[src/rtl/uart_rx_deserializer.sv]
// ============================================================================
// uart_rx_deserializer
// ----------------------------------------------------------------------------
// Receive side of the UART link. Recovers parallel characters from the serial
// line driven by the peer's tx. The line is synchronized, sampled at mid-bit
// with a clocks-per-bit counter, and start/data/stop bits are checked. Good
// characters go into a single-entry valid/ready holding register that feeds
// the receive-side consumer.
//
// Optional feature macro: UART_RX_PARITY_EN
//   defined   : one parity bit follows the data bits and is checked against
//               PARITY_ODD. A mismatch pulses parity_err and drops the char.
//   undefined : frame is start + data + stop, parity_err is constant 0.
//
// Parameters:
//   CLKS_PER_BIT  pclk cycles per serial bit (even, >= 4)
//   DATA_WIDTH    data bits per frame (5..8), sent LSB first
//   PARITY_ODD    0 = even parity, 1 = odd parity (parity feature only)
//
// Ports:
//   pclk         in   system clock
//   areset       in   synchronous active-high reset
//   rx           in   serial line, idles high
//   rx_data      out  received character, stable while rx_valid=1
//   rx_valid     out  character available
//   rx_ready     in   consumer accepts the character
//   frame_err    out  one-cycle pulse, stop bit sampled 0
//   overrun_err  out  one-cycle pulse, good character dropped (register full)
//   parity_err   out  one-cycle pulse, parity mismatch
//   busy         out  high whenever the receiver FSM is not idle
// ============================================================================
module uart_rx_deserializer #(
   parameter int CLKS_PER_BIT = 16,
   parameter int DATA_WIDTH   = 8,
   parameter bit PARITY_ODD   = 1'b0
) (
   input  logic                  pclk,
   input  logic                  areset,
   input  logic                  rx,
   output logic [DATA_WIDTH-1:0] rx_data,
   output logic                  rx_valid,
   input  logic                  rx_ready,
   output logic                  frame_err,
   output logic                  overrun_err,
   output logic                  parity_err,
   output logic                  busy
);

   localparam int CW = $clog2(CLKS_PER_BIT);
   localparam int BW = $clog2(DATA_WIDTH);

   // The start sample happens CLKS_PER_BIT/2-1 cycles after START is entered,
   // counting the entry cycle itself, so the compare value is one lower.
   localparam logic [CW-1:0] HALF_SAMPLE = CW'(CLKS_PER_BIT / 2 - 2);
   localparam logic [CW-1:0] FULL_SAMPLE = CW'(CLKS_PER_BIT - 1);
   localparam logic [BW-1:0] LAST_BIT    = BW'(DATA_WIDTH - 1);

   typedef enum logic [2:0] {
      IDLE,
      START,
      DATA,
`ifdef UART_RX_PARITY_EN
      PARITY,
`endif
      STOP,
      BREAK
   } state_t;

   state_t                state;
   logic                  sync1;
   logic                  rxs;
   logic [DATA_WIDTH-1:0] shreg;
   logic [BW-1:0]         bit_idx;
   logic [CW-1:0]         cnt;
`ifdef UART_RX_PARITY_EN
   logic                  par_flag;
`endif

   // Two-flop synchronizer on the asynchronous serial line. Both flops reset
   // to the idle level so a reset never looks like a start bit.
   always_ff @(posedge pclk) begin
      if (areset) begin
         sync1 <= 1'b1;
         rxs   <= 1'b1;
      end else begin
         sync1 <= rx;
         rxs   <= sync1;
      end
   end

   // Receiver FSM plus the holding register. Error pulses default low every
   // cycle; the holding register clears after a transfer unless the STOP
   // state reloads it in the same cycle.
   always_ff @(posedge pclk) begin
      if (areset) begin
         state       <= IDLE;
         shreg       <= '0;
         bit_idx     <= '0;
         cnt         <= '0;
         rx_data     <= '0;
         rx_valid    <= 1'b0;
         frame_err   <= 1'b0;
         overrun_err <= 1'b0;
         busy        <= 1'b0;
`ifdef UART_RX_PARITY_EN
         parity_err  <= 1'b0;
         par_flag    <= 1'b0;
`endif
      end else begin
         frame_err   <= 1'b0;
         overrun_err <= 1'b0;
`ifdef UART_RX_PARITY_EN
         parity_err  <= 1'b0;
`endif
         if (rx_valid && rx_ready) begin
            rx_valid <= 1'b0;
         end

         case (state)
            IDLE: begin
               if (!rxs) begin
                  state <= START;
                  cnt   <= '0;
                  busy  <= 1'b1;
               end
            end

            START: begin
               if (cnt == HALF_SAMPLE) begin
                  cnt     <= '0;
                  bit_idx <= '0;
                  if (rxs) begin
                     state <= IDLE;
                     busy  <= 1'b0;
                  end else begin
                     state <= DATA;
`ifdef UART_RX_PARITY_EN
                     par_flag <= 1'b0;
`endif
                  end
               end else begin
                  cnt <= cnt + 1'b1;
               end
            end

            DATA: begin
               if (cnt == FULL_SAMPLE) begin
                  cnt   <= '0;
                  shreg <= {rxs, shreg[DATA_WIDTH-1:1]};
                  if (bit_idx == LAST_BIT) begin
`ifdef UART_RX_PARITY_EN
                     state <= PARITY;
`else
                     state <= STOP;
`endif
                  end else begin
                     bit_idx <= bit_idx + 1'b1;
                  end
               end else begin
                  cnt <= cnt + 1'b1;
               end
            end

`ifdef UART_RX_PARITY_EN
            // Flag is set when data plus parity bit does not have the
            // selected (even/odd) number of ones.
            PARITY: begin
               if (cnt == FULL_SAMPLE) begin
                  cnt      <= '0;
                  par_flag <= rxs ^ (^shreg) ^ PARITY_ODD;
                  state    <= STOP;
               end else begin
                  cnt <= cnt + 1'b1;
               end
            end
`endif

            STOP: begin
               if (cnt == FULL_SAMPLE) begin
                  cnt <= '0;
                  if (!rxs) begin
                     frame_err <= 1'b1;
                     state     <= BREAK;
                  end else begin
                     state <= IDLE;
                     busy  <= 1'b0;
`ifdef UART_RX_PARITY_EN
                     if (par_flag) begin
                        parity_err <= 1'b1;
                     end else
`endif
                     if (!rx_valid || rx_ready) begin
                        rx_data  <= shreg;
                        rx_valid <= 1'b1;
                     end else begin
                        overrun_err <= 1'b1;
                     end
                  end
               end else begin
                  cnt <= cnt + 1'b1;
               end
            end

            // Line held low past the stop bit: wait for it to return high so
            // a long break is not mistaken for a stream of start bits.
            BREAK: begin
               if (rxs) begin
                  state <= IDLE;
                  busy  <= 1'b0;
               end
            end

            default: begin
               state <= IDLE;
               busy  <= 1'b0;
            end
         endcase
      end
   end

`ifndef UART_RX_PARITY_EN
   // No parity bit in the frame, so a parity error can never occur; the
   // parameter is folded in only to keep it referenced.
   assign parity_err = 1'b0 & PARITY_ODD;
`endif

endmodule

[config.mk]
export PLATFORM = sky130hd
export DESIGN_NAME = uart_rx_deserializer
export DESIGN_NICKNAME = d
export VERILOG_FILES = /design/src/rtl/uart_rx_deserializer.sv
export SDC_FILE = /design/constraint.sdc
export NUM_CORES = 1
export LEC_CHECK = 0
export CORE_ASPECT_RATIO = 1.2
export CORE_MARGIN = 3
export CORE_UTILIZATION = 37
export CTS_BUF_LIST = sky130_fd_sc_hd__clkbuf_4 sky130_fd_sc_hd__clkbuf_8
export CTS_CLUSTER_DIAMETER = 40
export DETAILED_ROUTE_END_ITERATION = 16
export PLACE_DENSITY = 0.64
export RECOVER_POWER = 25
export SETUP_SLACK_MARGIN = 0.1
export SLEW_MARGIN = 20
export SYNTH_ARGS = -nofsm -noshare
export SYNTH_HDL_FRONTEND = slang
export SYNTH_SLANG_ARGS = --single-unit
[constraint.sdc]
create_clock -name pclk -period 2.1 [get_ports pclk]
set_input_delay 0.42 -clock pclk [delete_from_list [all_inputs] [get_ports pclk]]
set_output_delay 0.42 -clock pclk [all_outputs]
set_load 0.01 [all_outputs]
* Yosys cells after proc, flatten, opt, wreduce, memory -nomap -nowiden
Index checks and enable logic that the tools add are counted.
** Word-level totals
- Logic and storage cells :: 75
- Bits of input ports :: 4
- Output and inout bits :: 13
- Flip-flop bits (word level) :: 32
** Operators by class
- Mux-type cells :: 29
- Bitwise logic cells :: 4
- Equality and inequality tests :: 14
- Reduce and logical (&&, ||, !) cells :: 15
- Add/subtract/negate cells :: 2
** Operators by type and width (count)
- 3-bit two-way mux :: 10
- 3-bit one-hot mux with 5 select lines :: 1
- 2-bit != test, second input constant :: 7
- 4-bit two-way mux :: 3
- 4-bit one-hot mux with 3 select lines :: 1
- 4-bit AND reduction :: 3
- 1-bit two-way mux :: 11
- 3-bit by 2-bit == test with 1-bit output, second input constant :: 2
- 3-bit == test, second input constant :: 2
- 3-bit one-hot mux with 2 select lines :: 1
- 6-bit AND reduction :: 1
- 1-bit one-hot mux with 5 select lines :: 1
- 4-bit by 1-bit adder with 4-bit output, second input constant :: 1
- 4-bit by 3-bit == test with 1-bit output, second input constant :: 1
- 4-bit == test, second input constant :: 1
- 1-bit inverter :: 4
- 2-bit AND reduction :: 2
- 4-bit OR reduction :: 1
- 3-bit by 1-bit adder with 3-bit output, second input constant :: 1
- 3-bit by 1-bit == test with 1-bit output, second input constant :: 1
- 3-bit logical NOT :: 1
- 3-bit nonzero test :: 1
- 3-bit OR reduction :: 1
- 2-bit two-way mux :: 1
- 5 further kinds :: 5

* Logic depth before layout (Yosys ltp)
Gate-level depths: netlist of run 1.
- Depth in word-level cells :: 6
- Mapped depth :: 6
- Mapped depth without buffers :: 6

* Worst setup path after synthesis of run 1
OpenSTA, ideal clock, no wires.
- Kind :: register to register
- Start :: register cnt[1]
- End :: register shreg[0]
- Cell stages (with the launch flop) :: 7
- Path buffers :: 1
- Clock period less this slack :: 1.533 ns
- Library setup time :: 0.128 ns
- Data required time :: 1.972 ns
- Path slack :: 0.567 ns
- Data arrival time :: 1.405 ns
- Cells stage by stage :: dfxtp_1 -> ha_1 -> and4b_4 -> nor3b_2 -> buf_6 -> mux2i_1 -> nor2_1
** Between the ends
- Longest elaborated chain between the ends :: 2
** RTL lines
- start: declaration :: RTL line 74 : logic [CW-1:0] cnt;
- start signal: assignment :: RTL line 142 : cnt <= cnt + 1'b1;
- start signal: assignment :: RTL line 160 : cnt <= cnt + 1'b1;
- start signal: assignment :: RTL line 200 : cnt <= cnt + 1'b1;
- 4-bit == test :: RTL line 147 : if (cnt == FULL_SAMPLE) begin
- 2-bit AND reduction (no source line)
- end signal: assignment :: RTL line 149 : shreg <= {rxs, shreg[DATA_WIDTH-1:1]};
- end: declaration :: RTL line 72 : logic [DATA_WIDTH-1:0] shreg;
Every way passes these cells.
A chain may end at the register's enable or synchronous reset.

* Worst setup path after layout of run 1
- Start :: register cnt[1]
- End :: register rx_data[6]
** Between the ends
- Longest elaborated chain between the ends :: 2
** RTL lines
- 4-bit == test :: RTL line 179 : if (cnt == FULL_SAMPLE) begin
- 4-bit AND reduction (no source line)
- end signal: assignment :: RTL line 193 : rx_data <= shreg;
- end: declaration :: RTL line 40 : output logic [DATA_WIDTH-1:0] rx_data,
Every way passes these cells.

==> impl_metrics.tcl, run 1 <==
set metrics [dict create \
    cts.clk_slew.worst_paths_ns 0.07 \
    hold_path_startpoint "sync1" \
    power_uw 1340 \
    endpoint_kind "flop" \
    die_w_um 64.3 \
    tns_ns 0 \
    worst_slew_pin_slew_ns 0.587 \
    row_count 24 \
    cts_resized 0 \
    num-fill-cells 393 \
    drt-pass1-iter-count 4 \
    wl_um 2900 \
    diodes 0 \
    hold_path_class "flop to flop" \
    io_pins 17 \
    drcViolationCount 0 \
    antenna_found_initial 0 \
    status "complete, no violations" \
    synth-compound-area-share 0.0938 \
    ant_nets 0 \
    viasPerCell 5.00 \
    fin_nets 178 \
    synth_top_family_by_area "simple AND/OR/NAND/NOR gates" \
    synth_cell_types 43 \
    regArea_sq_um 641 \
    cts.path.max_buffers 2 \
    synth_edf_count 0 \
    overflow 0 \
    grt_pass1_vias 1043 \
    vdd.ir_drop.worst_mv 0.408 \
    clk_latency_ns 0.28 \
    synth_mux_area_frac 0.139 \
    timing.final.crit_share 0.830 \
    avgSynthCellArea_sq_um 9.66 \
    post_cts_buffers 0 \
    cts_sinks 32 \
    maxSlewViolCount 0 \
    syn2layout_area_growth_pct 16.1 \
    grt_max_degree 34 \
    synth-xor-area-share 0.00581 \
    hold_viol_final 0 \
    relSlewSlack 0.609 \
    cp-start-kind "flop" \
    port_buffers 15 \
    worstReg2RegEnd "rx_data[6]" \
    cp_data_arrival_time_ns 1.89 \
    coreArea_sq_mm 0.00378 \
    finalSetupViolCount 0 \
    fin_skew_ns 0.00477 \
    layout_min_cycle_time_ns 1.74 \
    ys.flop_type "dfxtp_1" \
    drv_cap 0 \
    grt_pass1_wl_um 5040 \
    die_y_um 75.9 \
    multiInputGateArea_sq_um 768 \
    vias 1115 \
    synth_warnings 0 \
    yosys.area_share.simple 0.235 \
    cts_hold_buf 0 \
    placed_cell_area_sq_mm 0.00167 \
    cts-root-buf "clkbuf_8" \
    reg2reg_setup_slack_ns 0.36 \
    grt_setup_unrepaired "no" \
    regToRegStartpoint "cnt[1]" \
    timing.fmax_mhz 574 \
    ys_async_sr_fraction 0 \
    synth_top_area_cell "dfxtp_1" \
    wl_per_cell_um 13.0 \
    ys_seq_elements 32 \
    hold_end "rxs" \
    cellPowerDensity_mw_per_mm2 767 \
    hpwl_um 2000 \
    hold_depth 1 \
    reg2regPathDepth 5 \
    syn-cell-area_sq_mm 0.00151 \
    stdcell_area_sq_mm 0.00175 \
    crit_fanout 8 \
    syn_nets 164 \
    synth_cells 156 \
    cts_tree "yes" \
    yosysTopAreaCellShare 0.425 \
    track_usage 0.132 \
    post-place-ws_ns 0.269 \
    cp_data_required_time_ns 2.25 \
    synth_fa_ha_area_frac 0.0332 \
    ys_top_cells_by_area "dfxtp_1, mux2i_1, nor2_1" \
    setup_ws_ns 0.356 \
    gp_congestion 0.779 \
    drive_gt1_frac 0.117 \
    drtIter0Drc 22 \
    die_area_sq_mm 0.00488 \
    fin_util 0.463 \
    critPathKind "flop to flop" \
    power.leakage_uw 0.000690 \
    cts_inserted_buffers 5 \
    yosysSeqAreaShare 0.425 \
    initial_utilization 0.398 \
    htree_levels 2 \
]
[where the power goes]
part           switching, uW  internal [uW]  total [uW]
Sequential              42.1            632         674
Combinational            106           99.1         205
Clock                    233            230         463
[final cells by class]
type                    count  area share
multi-input cells         108       0.439
flip-flops and latches     32       0.366
repair buffers             18      0.0972
clock buffers               5      0.0393
well taps                  52      0.0372
clock inverters             3      0.0107
inverters                   5      0.0107
[worst max-delay path, stage by stage, from the launching register on]
cell	delay, ns
dfxtp_1	0.38
ha_1	0.28
and4b_4	0.31
nand4_2	0.32
mux2i_1	0.26
nor2_1	0.06
[cells in the mapped netlist (all sizes together) (2+ instances only)]
cell type / count
nor2: 20
mux2i: 21
nand2: 8
a22o: 2
nand3b: 2
buf: 8
a21o: 2
clkbuf: 3
a21oi: 4
inv: 5
dfxtp: 32
nand2b: 7
nor3: 5
nand3: 6
o21ai: 2
ha: 4
nand4: 3
or2: 2
nor3b: 3
[logic make-up after synthesis]
| kind of cell | after synthesis |
|---|---|
| DFF | 32 |
| AOI/OAI and AO/OA | 17 |
| other | 1 |
| muxes | 21 |
| buffers and inverters | 16 |
| xor gates and xnor gates | 1 |
| and+or+nand+nor | 64 |
| adders and majority gates | 4 |
[layout by cell type, fill, tap and decap left out, drive strengths merged, types with 2 or more instances in the layout]
cell           netlist  layout
dfxtp               32      32
nand4                3       3
mux2i               21      21
clkinv               0       3
a21oi                4       4
clkbuf               3       6
inv                  5       5
a22o                 2       2
or2                  2       2
o21ai                2       2
dlygate4sd3          0       5
nand2b               7       7
nor2                20      20
nand3                6       6
nand2                8       8
ha                   4       4
a21o                 2       2
buf                  8       2
nor3b                3       3
nor3                 5       5
clkdlybuf4s50        0      10
nand3b               2       2
[through the flow]
| stage | instances | hold WS (ns) |
|---|---|---|
| floorplan | 156 | 0.389 |
| global placement | 215 | 0.392 |
| detailed placement | 215 | 0.397 |
| CTS | 223 | 0.413 |
| global route | 223 | 0.426 |
| finish | 223 | 0.410 |
[layer usage]
layer | up-vias | part of all wire | global-route usage
met4 | 0 | 0.018 | 0.0571
met3 | 5 | 0.055 | 0.0547
met2 | 24 | 0.48 | 0.208
li1 | 569 | - | -
met1 | 517 | 0.44 | 0.155
met5 | - | 0 | 0
[registers in the layout, summed over array words and instances (netlist names)]
signal / flops
shreg: 8
cnt: 4
sync1: 1
state: 3
overrun_err: 1
rxs: 1
rx_data: 8
busy: 1
frame_err: 1
bit_idx: 3
rx_valid: 1
[worst max path at each step]
stage                 endpoint  slack, ns  startpoint  depth (start not counted)
finish              rx_data[6]       0.36      cnt[1]                          5
global route        rx_data[4]       0.24      cnt[1]                          5
CTS                 rx_data[0]       0.36      cnt[1]                          5
detailed placement  rx_data[0]       0.27    rx_ready                          5
global placement    rx_data[4]       0.31    rx_ready                          5
floorplan             shreg[0]       0.57      cnt[1]                          6
(Power assumes the default switching activity.)
==> inputs of run 2 (changes only) <==
--- a/config.mk
+++ b/config.mk
@@ -11,7 +11,7 @@
 export CTS_BUF_LIST = sky130_fd_sc_hd__clkbuf_4 sky130_fd_sc_hd__clkbuf_8
 export CTS_CLUSTER_DIAMETER = 40
 export DETAILED_ROUTE_END_ITERATION = 16
-export PLACE_DENSITY = 0.64
+export PLACE_DENSITY = 0.67
 export RECOVER_POWER = 25
 export SETUP_SLACK_MARGIN = 0.1
 export SLEW_MARGIN = 20
==> constraint.sdc (replaced) <==
create_clock -name pclk -period 1.6 [get_ports pclk]
set_input_delay 0.32 -clock pclk [delete_from_list [all_inputs] [get_ports pclk]]
set_output_delay 0.32 -clock pclk [all_outputs]
set_load 0.01 [all_outputs]
==> impl_metrics.tcl, run 2 (same netlist as run 1, synthesis figures left out) <==
set metrics [dict create \
    status "complete, no violations" \
    final_common_cell "dfxtp_1" \
    cts_inserted_buffers 5 \
    die_w_um 64.3 \
    layout_min_cycle_time_ns 1.52 \
    placed_cell_area_sq_mm 0.00177 \
    cts_tree "yes" \
    cts.path.max_buffers 2 \
    diodes 0 \
    ant_nets 0 \
    wl_per_cell_um 13.4 \
    viasPerCell 5.04 \
    final_cell_mix "dfxtp_1, mux2i_1, nor2_1" \
    maxSlewViolCount 0 \
    num-fill-cells 354 \
    cts_sinks 32 \
    cts.clk_slew.worst_paths_ns 0.06 \
    timing.final.crit_share 0.949 \
    track_usage 0.144 \
    cp_data_arrival_time_ns 1.69 \
    cellPowerDensity_mw_per_mm2 965 \
    grt_pass1_wl_um 5620 \
    overflow 0 \
    power.leakage_uw 0.000762 \
    hold_viol_final 0 \
    wl_um 3210 \
    tns_ns 0 \
    cp-start-kind "flop" \
    crit_fanout 4 \
    critPathKind "flop to flop" \
    drt-pass1-iter-count 6 \
    wl_met2_um 1690 \
    initial_utilization 0.398 \
    drive_gt1_frac 0.251 \
    syn2layout_area_growth_pct 31.5 \
    wl_met1_um 1330 \
    hpwl_um 2240 \
    drtIter0Drc 14 \
    cts-root-buf "clkbuf_8" \
    grt_pass1_vias 1289 \
    port_buffers 15 \
    htree_levels 2 \
    stdcell_area_sq_mm 0.00198 \
    fin_nets 194 \
    drcViolationCount 0 \
    hold_path_class "flop to flop" \
    cts_hold_buf 0 \
    io_pins 17 \
    endpoint_kind "flop" \
    biggestRegsByFlops "rx_data x8, shreg x8, cnt x4" \
    vdd.ir_drop.worst_mv 0.771 \
    cp_data_required_time_ns 1.77 \
    fin_util 0.524 \
    fin_skew_ns 0.00890 \
    grt_max_degree 32 \
    topRoutingLayerUsed "met4" \
    die_y_um 75.9 \
    grt_setup_unrepaired "yes" \
    drv_cap 0 \
    dr_wl_met3_um 132 \
    coreArea_sq_mm 0.00378 \
    finalSetupViolCount 0 \
    antenna_found_initial 0 \
    row_count 24 \
    die_area_sq_mm 0.00488 \
    vias 1205 \
    gp_congestion 0.851 \
    timing.fmax_mhz 659 \
    clk_latency_ns 0.28 \
]
## run 2: cell count changes in the layout (fill, tap and decap cells not counted), moves of 2 or more
cell             change
dlygate4sd3_1        -4
clkinv_2             -2
dfxtp_4              +2
buf_6                +2
ha_4                 +3
clkdlybuf4s50_1      -6
dfxtp_1              -6
ha_1                 -4
dfxtp_2              +4
clkdlybuf4s25_1     +10
buf_4               +14
## run 2: routing by layer
layer	GRT usage	up-vias
li1	-	600
met2	0.245	21
met1	0.161	575
met3	0.0488	9
met5	0	-
met4	0.0571	0
## run 2: report_power, final
part           internal [uW]  switching, uW
Sequential               834           40.9
Combinational            198            181
Clock                    366            294
## run 2: what timing repair did
action	in CTS	in global routing
gates resized for setup	8	22
pin swaps	3	3
setup buffers	3	2
hold endpoints to repair	0	0
endpoints found under the setup margin	21	35
## run 2: worst paths after layout
path                            cells past startpoint  slack, ns  startpoint     end
worst max-delay path                                7       0.08      cnt[0]  cnt[1]
worst max register to register                      7       0.08      cnt[0]  cnt[1]
worst min register to register                      1       0.41       sync1     rxs
worst min-delay path                                1       0.41       sync1     rxs
## run 2: layout make-up
class | instances | area [sq um] | share of cell area
clock buffer | 7 | 90.1 | 0.0454
multi-input combinational | 108 | 836 | 0.421
clock inverter | 1 | 7.51 | 0.00379
sequential | 32 | 653 | 0.329
inverter | 5 | 18.8 | 0.00946
timing repair buffer | 34 | 313 | 0.158
tap | 52 | 65.1 | 0.0328
## run 2: metrics by stage
| step | std cells | hold WS (ns) | worst slack (ns) | total power [uW] |
|---|---|---|---|---|
| 2_1_floorplan | 156 | 0.389 | 0.118 | 1100 |
| 3_3_place_gp | 226 | 0.401 | -0.0343 | 1220 |
| 3_5_place_dp | 226 | 0.394 | -0.101 | 1230 |
| 4_1_cts | 237 | 0.410 | 0.0579 | 1930 |
| 5_1_grt | 239 | 0.420 | 0.00312 | 2020 |
| 6_report | 239 | 0.409 | 0.0815 | 1910 |
## run 2: worst max-delay path: stages (launching register included)
cell and delay [ns]:
dfxtp_4 0.36, inv_1 0.09, ha_2 0.19, nand3b_1 0.13
a22o_4 0.28, buf_4 0.15, a22oi_1 0.14, nor2_1 0.06
